===== src/rtl/mac_host_seq.sv =====
// mac_host_seq: host-side sequencer for a tiny MAC. It clears the MAC, issues one accumulate per operand pair,
// turns the shared B/high-byte bus around and returns the 16-bit accumulator as one result per job.
module mac_host_seq #(
  parameter int LEN      = 4,
  parameter int TURN_CYC = 1
) (
  input  logic        clk,
  input  logic        rst,
  input  logic        op_valid,
  output logic        op_ready,
  input  logic [7:0]  op_a,
  input  logic [7:0]  op_b,
  output logic        res_valid,
  input  logic        res_ready,
  output logic [15:0] res_data,
  output logic        mac_rst_n,
  output logic        mac_ena,
  output logic [7:0]  mac_a,
  output logic [7:0]  mac_b,
  output logic        mac_b_oe,
  input  logic [7:0]  mac_low,
  input  logic [7:0]  mac_high,
  output logic        busy
);
  localparam int CW = $clog2(LEN + 1);
  localparam int TW = $clog2(TURN_CYC + 1);
  typedef enum logic [2:0] {IDLE, CLEAR, ACC, DRAIN, TURN, CAPTURE, HOLD} state_t;
  state_t          r_state;
  logic [CW-1:0]   r_cnt;
  logic [TW-1:0]   r_turn;
  logic            w_hs;
  assign w_hs = op_valid & op_ready;
  always_ff @(posedge clk or posedge rst) begin
    if (rst) begin
      r_state   <= IDLE;
      r_cnt     <= '0;
      r_turn    <= '0;
      op_ready  <= 1'b0;
      res_valid <= 1'b0;
      res_data  <= '0;
      mac_rst_n <= 1'b0;
      mac_ena   <= 1'b0;
      mac_a     <= '0;
      mac_b     <= '0;
      mac_b_oe  <= 1'b0;
      busy      <= 1'b0;
    end else begin
      case (r_state)
        IDLE: begin
          mac_rst_n <= 1'b1;
          if (op_valid) begin
            r_state   <= CLEAR;
            mac_rst_n <= 1'b0;
            mac_b_oe  <= 1'b1;
            mac_b     <= '0;
            busy      <= 1'b1;
          end
        end
        CLEAR: begin
          r_state   <= ACC;
          mac_rst_n <= 1'b1;
          op_ready  <= 1'b1;
          r_cnt     <= '0;
        end
        ACC: begin
          mac_ena <= w_hs;
          if (w_hs) begin
            mac_a <= op_a;
            mac_b <= op_b;
            r_cnt <= r_cnt + CW'(1);
            if (r_cnt == CW'(LEN - 1)) begin
              op_ready <= 1'b0;
              r_state  <= DRAIN;
            end
          end
        end
        // last pulse is on the pins now; release the bus for the MAC high byte
        DRAIN: begin
          r_state  <= TURN;
          mac_ena  <= 1'b0;
          mac_b_oe <= 1'b0;
          mac_b    <= '0;
          r_turn   <= '0;
        end
        TURN: begin
          r_turn <= r_turn + TW'(1);
          if (r_turn == TW'(TURN_CYC - 1)) r_state <= CAPTURE;
        end
        CAPTURE: begin
          r_state   <= HOLD;
          res_data  <= {mac_high, mac_low};
          res_valid <= 1'b1;
        end
        HOLD: begin
          if (res_ready) begin
            r_state   <= IDLE;
            res_valid <= 1'b0;
            busy      <= 1'b0;
          end
        end
        default: r_state <= IDLE;
      endcase
    end
  end
endmodule


===== config.mk =====
export PLATFORM = sky130hd
export DESIGN_NAME = mac_host_seq
export DESIGN_NICKNAME = d
export VERILOG_FILES = /design/src/rtl/mac_host_seq.sv
export SDC_FILE = /design/constraint.sdc
export NUM_CORES = 1
export LEC_CHECK = 0
export BUFFER_PORTS_ARGS = -buffer_cell sky130_fd_sc_hd__buf_4
export CAP_MARGIN = 30
export CELL_PAD_IN_SITES_DETAIL_PLACEMENT = 1
export CELL_PAD_IN_SITES_GLOBAL_PLACEMENT = 1
export CORE_MARGIN = 3
export CORE_UTILIZATION = 37
export CTS_BUF_LIST = sky130_fd_sc_hd__clkbuf_16
export CTS_CLUSTER_DIAMETER = 100
export DETAILED_ROUTE_END_ITERATION = 6
export GPL_ROUTABILITY_DRIVEN = 0
export PLACE_DENSITY_LB_ADDON = 0.2
export SLEW_MARGIN = 10
export SYNTH_ARGS = -nofsm -noshare
export SYNTH_HDL_FRONTEND = slang
export SYNTH_SLANG_ARGS = --single-unit
export TNS_END_PERCENT = 10

===== constraint.sdc =====
create_clock -name clk -period 2.02 [get_ports clk]
set_input_delay 0.202 -clock clk [delete_from_list [all_inputs] [get_ports clk]]
set_output_delay 0.202 -clock clk [all_outputs]
set_load 0.03 [all_outputs]

==> results.py, run 1 <==
metrics = {
    "drt": {
        "vias_per_cell": 4.99,
        "vias": 1558,
        "finalWirelength_um": 4960,
        "drt_iter0_markers": 18,
        "drc": 0,
        "final_antenna_net_count": 0,
        "wl_per_cell_um": 15.9,
        "drt_pre_antenna_iters": 3,
    },
    "synth": {
        "synth-seq-cells": 45,
        "synth_adder_area_share_pct": 1.27,
        "synth-edff-count": 0,
        "synthFlopType": "dfrtp_1",
        "seq_area_frac_synth_pct": 57.0,
        "synth_xor_xnor_area_share_pct": 0,
        "synthMuxAreaShare_pct": 13.7,
        "yosys.area.top_type": "dfrtp_1",
        "synth_most_common_cell": "dfrtp_1",
        "synth_top_area_share_pct": 57.0,
        "synth_top_cells_by_count": "45 x dfrtp_1, 16 x mux2_2, 15 x o21ai_0",
        "postSynthCellCount": 169,
        "ys_async_sr_fraction_pct": 100,
        "yosys.area_share.simple_pct": 9.68,
        "avgSynthCellArea_um2": 11.7,
        "synth_top_family_by_area": "multiplexers",
        "yosys_warnings": 0,
        "synth.cell_area_um2": 1980,
        "synth_cell_types": 29,
        "syn_nets": 207,
        "synth_compound_area_share_pct": 12.6,
        "synthTopCellsByArea": "dfrtp_1 57%, mux2_2 9.1%, mux2_1 4.6%",
    },
    "cells_and_area": {
        "syn_to_final_growth_pct": 37.8,
        "antennaDiodeCount": 0,
        "finalNonFillerCells": 312,
        "design_area_um2": 2730,
        "layout-drive-gt1-share_pct": 42.4,
        "fin_nets": 284,
    },
    "run_status": {
        "outcome": "completed",
    },
    "clock_tree": {
        "cts_sinks": 45,
        "cts_made_buffers": 5,
        "ctsResizeCount": 0,
        "clk-insertion-delay-late_ns": 0.28,
        "cts_root_buf": "clkbuf_16",
        "path_clk_slew_ns": 0.06,
        "postCtsHoldBufs": 0,
        "cts_setup_buffers": 0,
        "h-tree-depth": 2,
        "cts_tree": "done",
        "clk_path_buf_depth": 2,
    },
    "place": {
        "hpwl_um": 3630,
        "numPortBuffers": 73,
        "dp_cells": 306,
        "placed_area_um2": 2590,
    },
    "sta": {
        "finalHoldViolCount": 0,
        "clock_skew_ns": 0.00639,
        "max-slew-margin-rel_pct": 42.3,
        "min_period_over_period_pct": 81.1,
        "setup_viol": 0,
        "worst_pin_slew_ns": 0.858,
        "period_minus_slack_ns": 1.64,
        "maxSlewViolCount": 0,
        "fin_tns_setup_ns": 0,
        "max_freq_mhz": 610,
        "rsz0062_at_grt": "no",
    },
    "worst_setup_path": {
        "worstSetupPathType": "flip-flop to flip-flop",
        "startpoint_type": "flip-flop",
        "slowest_stage": "dfrtp_1",
        "worst_path_largest_cell_delay_ns": 0.48,
        "arrival_ns": 1.79,
        "required_ns": 2.18,
        "crit_chain": "and3b_1 -> and2_1 -> mux2_1",
        "end_kind": "flip-flop",
        "crit_buf_inv": 0,
        "crit_fanout": 11,
        "cp_top_family": "simple AND/OR/NAND/NOR gates",
    },
    "grt": {
        "overflow": 0,
        "antenna_found_initial": 0,
        "grt_max_degree": 46,
        "grt_pass1_wl_um": 8200,
        "grt_usage_pct": 16.8,
        "grt_pass1_vias": 1645,
    },
    "power_and_ir_drop": {
        "p_leak_nw": 1.29,
        "total_power_mw": 4.54,
        "power.density_nw_per_um2": 1670,
        "peakVddDrop_mv": 0.666,
    },
    "floorplan": {
        "dieArea_um2": 6260,
        "design.core.area_um2": 4940,
        "ios": 74,
        "die_y_um": 79.1,
        "rows": 25,
        "initial_core_util_pct": 40.0,
        "die_w_um": 79.1,
    },
    "run": {
        "maxCapViolCount": 0,
    },
    "min_path": {
        "hold_class": "primary input to asynchronous set/reset pin",
    },
}
## worst register-to-register path: stages, from the launching register on
cell and delay (ns):
dfrtp_1 0.48, and3b_1 0.27, and2_1 0.38, mux2_1 0.37
## worst paths after layout
kind	startpoint	to	slack (ns)	cells after the start
max reg2reg	r_state[0]	mac_a[1]	0.38	3
max	r_state[0]	mac_a[1]	0.38	3
max in group asynchronous	rst	res_data[9]	1.57	3
min reg2reg	mac_a[5]	mac_a[5]	0.49	1
min	rst	res_data[7]	0.07	3
min in group clk	op_a[7]	mac_a[7]	0.14	2
## metrics by stage
stage | setup WS (ns) | hold WS, ns | utilization, %
after global routing | 0.230 | 0.138 | 55.1
after global placement | 0.394 | 0.391 | 52.5
after detailed placement | 0.360 | 0.402 | 52.5
after CTS | 0.348 | 0.101 | 55.1
final | 0.382 | 0.0710 | 55.1
after floorplan | 0.555 | 0.305 | -
## cell usage in the layout (no fill, tap or decap), drive strengths merged, types with 2 or more instances in the layout
master,count
buf,80
dfrtp,45
mux2,24
o21ai,15
inv,13
nand3,11
o311ai,10
nand2,9
nor2,6
nor2b,5
a21oi,5
clkbuf,5
nand2b,2
a31oi,2
ha,2
## logic make-up after synthesis
kind of cell	count (synthesis)
buf+inv	23
compound gates	38
mux	24
simple gates	37
fa+ha+maj	2
flops	45
## area by class of cell
cell class / instances / area [µm²]
clock buffer: 5 / 125
clock inverter: 1 / 5.00
fill: 566 / 2220
inverter: 13 / 48.8
multi-input combinational: 101 / 736
sequential: 45 / 1130
tap: 67 / 83.8
timing repair buffer: 80 / 601
## state kept, by name (all words and copies together) (netlist names)
signal	count
res_data	16
mac_ena	1
r_state	3
mac_a	8
res_valid	1
mac_b_oe	1
busy	1
r_turn	1
mac_b	8
op_ready	1
mac_rst_n	1
r_cnt	3
## where the power goes
group          internal [mW]  switching, mW  leakage (nW)  total (mW)
clock network          0.441          0.305        0.0655       0.747
registers               1.30          0.273         0.555        1.58
logic                  0.888           1.33         0.665        2.22
total                   2.63           1.91          1.29        4.54
## layer usage
metal  track usage, %  up-vias  wire, µm
li1                 -      746         -
met1             21.5      760      2110
met2             27.9       46      2470
met3             4.54        6       313
met4             5.15        0        59
met5                0        -         0
Power figures use the tool's default switching activity.
==> inputs of run 2 (changes only) <==
Clock period 2.02 ns to 1.55 ns, I/O delays scaled along.
==> run 2 against run 1 <==
Sequential cell count did not move; critical endpoint unchanged; die area did not move; global-route usage hardly changed; fmax is 19% higher; clock skew is 0.0011 ns lower; hold slack better by 0.019 ns.
==> results.py, run 2 (synthesized netlist as in run 1, its figures left out) <==
metrics = {
    "drt": {
        "finalWirelength_um": 5040,
        "wl_per_cell_um": 15.8,
        "drt_iter0_markers": 81,
        "vias_per_cell": 5.06,
        "drt_pre_antenna_iters": 4,
        "final_antenna_net_count": 0,
        "vias": 1613,
        "drc": 0,
    },
    "power_and_ir_drop": {
        "power.density_nw_per_um2": 2230,
        "total_power_mw": 6.34,
        "p_leak_nw": 1.34,
        "peakVddDrop_mv": 0.692,
    },
    "worst_setup_path": {
        "cp_top_family": "flip-flops",
        "crit_chain": "and3b_1 -> and2_1 -> buf_4 -> mux2_1",
        "required_ns": 1.71,
        "slowest_stage": "dfrtp_1",
        "worst_path_largest_cell_delay_ns": 0.40,
        "end_kind": "flip-flop",
        "startpoint_type": "flip-flop",
        "worstSetupPathType": "flip-flop to flip-flop",
        "arrival_ns": 1.53,
        "crit_fanout": 9,
        "crit_buf_inv": 1,
    },
    "sta": {
        "period_minus_slack_ns": 1.37,
        "min_period_over_period_pct": 88.6,
        "finalHoldViolCount": 0,
        "max_freq_mhz": 728,
        "clock_skew_ns": 0.00526,
        "setup_viol": 0,
        "fin_tns_setup_ns": 0,
        "worst_pin_slew_ns": 0.346,
        "max-slew-margin-rel_pct": 76.6,
        "rsz0062_at_grt": "no",
        "maxSlewViolCount": 0,
    },
    "cells_and_area": {
        "largestRegisters": "res_data x16, mac_a x8, mac_b x8",
        "final_cell_mix": "83 x buf_4, 45 x dfrtp_1, 16 x mux2_2",
        "antennaDiodeCount": 0,
        "largest_register_ff_count": 16,
        "top_register": "res_data",
        "fin_nets": 289,
        "final_common_cell": "buf_4",
        "syn_to_final_growth_pct": 43.5,
        "design_area_um2": 2840,
        "layout-drive-gt1-share_pct": 43.7,
        "finalNonFillerCells": 319,
    },
    "run_status": {
        "outcome": "completed",
    },
    "place": {
        "hpwl_um": 3740,
        "numPortBuffers": 73,
        "dp_cells": 310,
        "placed_area_um2": 2640,
    },
    "floorplan": {
        "dieArea_um2": 6260,
        "design.core.area_um2": 4940,
        "initial_core_util_pct": 40.0,
        "die_w_um": 79.1,
        "ios": 74,
        "die_y_um": 79.1,
        "rows": 25,
    },
    "clock_tree": {
        "cts_made_buffers": 5,
        "cts_root_buf": "clkbuf_16",
        "path_clk_slew_ns": 0.06,
        "clk_path_buf_depth": 2,
        "clk-insertion-delay-late_ns": 0.28,
        "h-tree-depth": 2,
        "cts_tree": "done",
        "cts_sinks": 45,
    },
    "grt": {
        "grt_max_degree": 46,
        "grt_pass1_vias": 1697,
        "antenna_found_initial": 0,
        "grt_pass1_wl_um": 8280,
        "overflow": 0,
        "grt_usage_pct": 16.9,
    },
    "min_path": {
        "hold_class": "primary input to flip-flop",
    },
    "run": {
        "maxCapViolCount": 0,
    },
}
## run 2: cell count changes in the layout (fill, tap and decap cells not counted), sizes merged
cell and delta:
buf +4, bufinv +2, dlygate4sd3 +1
## run 2: path summary, 6_finish.rpt
kind	start	to	slack, ns	depth (start not counted)
min in group asynchronous	rst	res_data[7]	0.48	4
max in group asynchronous	rst	op_ready	0.86	4
hold reg to reg	mac_a[0]	mac_a[0]	0.48	1
setup / recovery	r_state[0]	mac_a[1]	0.18	4
hold / removal	op_a[2]	mac_a[2]	0.09	2
setup reg to reg	r_state[0]	mac_a[1]	0.18	4
## run 2: power by group
part	switching, mW	internal [mW]
sequential	0.314	1.70
clock	0.426	0.920
combinational	1.78	1.20
## run 2: repair_timing
action / CTS / global route
setup buffers: 0 / 0
hold endpoints to repair: 45 / 0
gates resized for setup: 0 / 0
hold buffers: 1 / 0
endpoints found under the setup margin: 0 / 0
## run 2: area by class of cell
class | instances | area [µm²]
sequential | 45 | 1130
clock inverter | 3 | 65.1
tap | 67 | 83.8
timing repair buffer | 85 | 653
clock buffer | 5 | 125
fill | 576 | 2100
inverter | 13 | 48.8
multi-input combinational | 101 | 736
## run 2: per-stage QoR
stage | utilization (%) | hold slack, ns | setup WS, ns
after floorplan | - | 0.258 | 0.0854
after CTS | 57.4 | 0.0816 | 0.157
after global placement | 53.4 | 0.223 | 0.208
after detailed placement | 53.4 | 0.222 | 0.171
final | 57.4 | 0.0901 | 0.176
after global routing | 57.4 | 0.0901 | 0.114
## run 2: per-layer routing
layer  up-vias  global-route usage (%)  wire length, µm
li1        762                       -                -
met1       791                    21.0             2180
met2        54                    29.3             2540
met3         6                    3.97              266
met4         0                    4.64               55
met5         -                       0                0
## run 2: worst register-to-register path, cell delays in order (launching register included)
cell	delay, ns
dfrtp_1	0.40
and3b_1	0.23
and2_1	0.12
buf_4	0.17
mux2_1	0.34
==> inputs of run 3 (changes only) <==
Settings changed: ABC_AREA from default to 1, CORE_MARGIN 3 to default, CORE_UTILIZATION 37 to 35.
==> run 3 against run 2 <==
Count of clock-buffer cells in the layout did not move; sequential power barely moved; clock skew barely moved; combinational power rose by 4%; critical endpoint is now mac_b[3]; worst setup slack improved by 0.0099 ns.
==> results.py, run 3 <==
metrics = {
    "run_status": {
        "outcome": "completed",
    },
    "drt": {
        "final_antenna_net_count": 0,
        "drt_iter0_markers": 60,
        "drt_pre_antenna_iters": 4,
        "drc": 0,
        "finalWirelength_um": 5180,
        "wl_per_cell_um": 13.7,
        "vias_per_cell": 4.66,
        "vias": 1765,
    },
    "synth": {
        "avgSynthCellArea_um2": 8.79,
        "synthFlopType": "dfrtp_1",
        "synth_top_cells_by_count": "103 x nand2_1, 45 x dfrtp_1, 25 x nand3_1",
        "seq_area_frac_synth_pct": 56.2,
        "synth-edff-count": 0,
        "ys_async_sr_fraction_pct": 100,
        "syn_nets": 266,
        "synthTopCellsByArea": "dfrtp_1 56%, nand2_1 19%, nand3_1 6.2%",
        "synth-seq-cells": 45,
        "synth_cell_types": 20,
        "yosys.area.top_type": "dfrtp_1",
        "synth_top_area_share_pct": 56.2,
        "synth_most_common_cell": "nand2_1",
        "yosys_warnings": 0,
        "synth.cell_area_um2": 2000,
        "postSynthCellCount": 228,
    },
    "worst_setup_path": {
        "crit_buf_inv": 1,
        "crit_fanout": 10,
        "crit_chain": "buf_4 -> nor2_1 -> nand3_2 -> nand2_1 -> nand2_1",
        "cp_num_cells": 5,
        "r2r_start": "r_state[2]",
        "reg2regPathDepth": 5,
        "reg2reg_slack_ns": 0.19,
        "required_ns": 1.72,
        "worstSetupPathType": "flip-flop to flip-flop",
        "slowest_stage": "dfrtp_1",
        "cp-startpoint": "r_state[2]",
        "arrival_ns": 1.54,
        "worst_path_largest_cell_delay_ns": 0.48,
        "cp_top_family": "simple AND/OR/NAND/NOR gates",
        "timing.rr.end": "mac_b[3]",
        "end_kind": "flip-flop",
        "cp-endpoint": "mac_b[3]",
        "startpoint_type": "flip-flop",
        "crit_top_cell": "nand2_1",
    },
    "sta": {
        "max_freq_mhz": 733,
        "clock_skew_ns": 0.00511,
        "min_period_over_period_pct": 88.0,
        "rsz0062_at_grt": "no",
        "fin_tns_setup_ns": 0,
        "worst_pin_slew_ns": 0.407,
        "period_minus_slack_ns": 1.36,
        "worst_slack_ns": 0.186,
        "maxSlewViolCount": 0,
        "setup_viol": 0,
        "finalHoldViolCount": 0,
        "max-slew-margin-rel_pct": 72.8,
    },
    "cells_and_area": {
        "utilization_pct": 50.8,
        "syn_to_final_growth_pct": 39.6,
        "top_register": "res_data",
        "finalNonFillerCells": 379,
        "largestRegisters": "res_data x16, mac_a x8, mac_b x8",
        "final_cell_mix": "103 x nand2_1, 78 x buf_4, 45 x dfrtp_1",
        "fin_nets": 345,
        "antennaDiodeCount": 0,
        "final_common_cell": "nand2_1",
        "layout-drive-gt1-share_pct": 31.6,
        "largest_register_ff_count": 16,
    },
    "clock_tree": {
        "cts_root_buf": "clkbuf_16",
        "h-tree-depth": 2,
        "cts_setup_buffers": 0,
        "clk_path_buf_depth": 2,
        "cts_sinks": 45,
        "ctsResizeCount": 0,
        "clk-insertion-delay-late_ns": 0.28,
        "cts_tree": "done",
        "cts_made_buffers": 5,
        "path_clk_slew_ns": 0.06,
    },
    "power_and_ir_drop": {
        "power.density_nw_per_um2": 2240,
        "peakVddDrop_mv": 0.797,
        "p_leak_nw": 1.57,
        "total_power_mw": 6.27,
    },
    "place": {
        "hpwl_um": 3760,
        "numPortBuffers": 73,
        "dp_cells": 371,
        "place_ws_ns": 0.188,
    },
    "floorplan": {
        "initial_core_util_pct": 36.4,
        "rows": 27,
        "die_y_um": 77.7,
        "dieArea_um2": 6030,
        "die_w_um": 77.7,
        "design.core.area_um2": 5510,
        "ios": 74,
    },
    "grt": {
        "antenna_found_initial": 0,
        "overflow": 0,
        "grt_usage_pct": 18.8,
        "grt_pass1_vias": 1876,
        "grt_pass1_wl_um": 8870,
        "grt_max_degree": 29,
    },
    "run": {
        "maxCapViolCount": 0,
    },
    "min_path": {
        "hold_class": "primary input to flip-flop",
    },
}
==> run 3: cell types whose count changed after synthesis, sizes merged, moves of 5 or more <==
cell	change
nand2	+95
o21ai	-7
nor2	+7
mux2	-24
o311ai	-10
nor2b	-5
nand3	+17
==> run 3: worst min path at each step <==
stage                 start           to  slack [ns]  cells after the start
floorplan           op_a[0]     mac_a[0]        0.27                      2
global placement        rst  res_data[3]        0.18                      2
detailed placement      rst  res_data[3]        0.18                      2
CTS                 op_a[2]     mac_a[2]        0.07                      3
global route        op_a[3]     mac_a[3]        0.08                      3
finish              op_a[6]     mac_a[6]        0.07                      3
==> run 3: what timing repair did <==
action	4_1_cts	5_1_grt
hold endpoints to repair	17	0
endpoints found under the setup margin	0	0
hold buffers	1	0
==> run 3: through the flow <==
stage               hold WS, ns  area, µm²
finish                   0.0726       2800
global route             0.0756       2800
CTS                      0.0677       2800
detailed placement        0.182       2630
global placement          0.179       2630
floorplan                 0.272       2000
==> run 3: worst register-to-register path, cell delays in order (launching register included) <==
cell and delay, ns:
dfrtp_1 0.48, buf_4 0.23, nor2_1 0.19, nand3_2 0.20
nand2_1 0.11, nand2_1 0.05
==> run 3: final cells by class <==
type	instances	area [µm²]
sequential	45	1130
inverter	16	65.1
multi-input combinational	159	739
tap	72	90.1
clock inverter	2	35.0
fill	672	2710
timing repair buffer	80	616
clock buffer	5	125
==> run 3: cells by family (layout without fill, tap and decap cells) <==
| group | count (synthesis) | in the layout | share of synthesized area, % |
|---|---|---|---|
| AO/OA/AOI/OAI | 11 | 11 | 3.00 |
| adder cells (fa/ha/maj) | 2 | 2 | 1.25 |
| buffers and inverters | 24 | 103 | 6.87 |
| flip-flops | 45 | 45 | 56.2 |
| AND/OR/NAND/NOR | 146 | 146 | 32.7 |
==> run 3: report_power, final <==
group          internal [mW]  switching, mW
sequential              1.68          0.314
clock                  0.748          0.419
combinational           1.07           2.03
==> run 3: layer usage <==
| layer | track usage, % | routed length (µm) | share of wire, % |
|---|---|---|---|
| met1 | 24.0 | 2240 | 43 |
| met2 | 31.3 | 2560 | 49 |
| met3 | 5.18 | 329 | 6.4 |
| met4 | 5.09 | 55 | 1.1 |
| met5 | 0 | 0 | 0 |
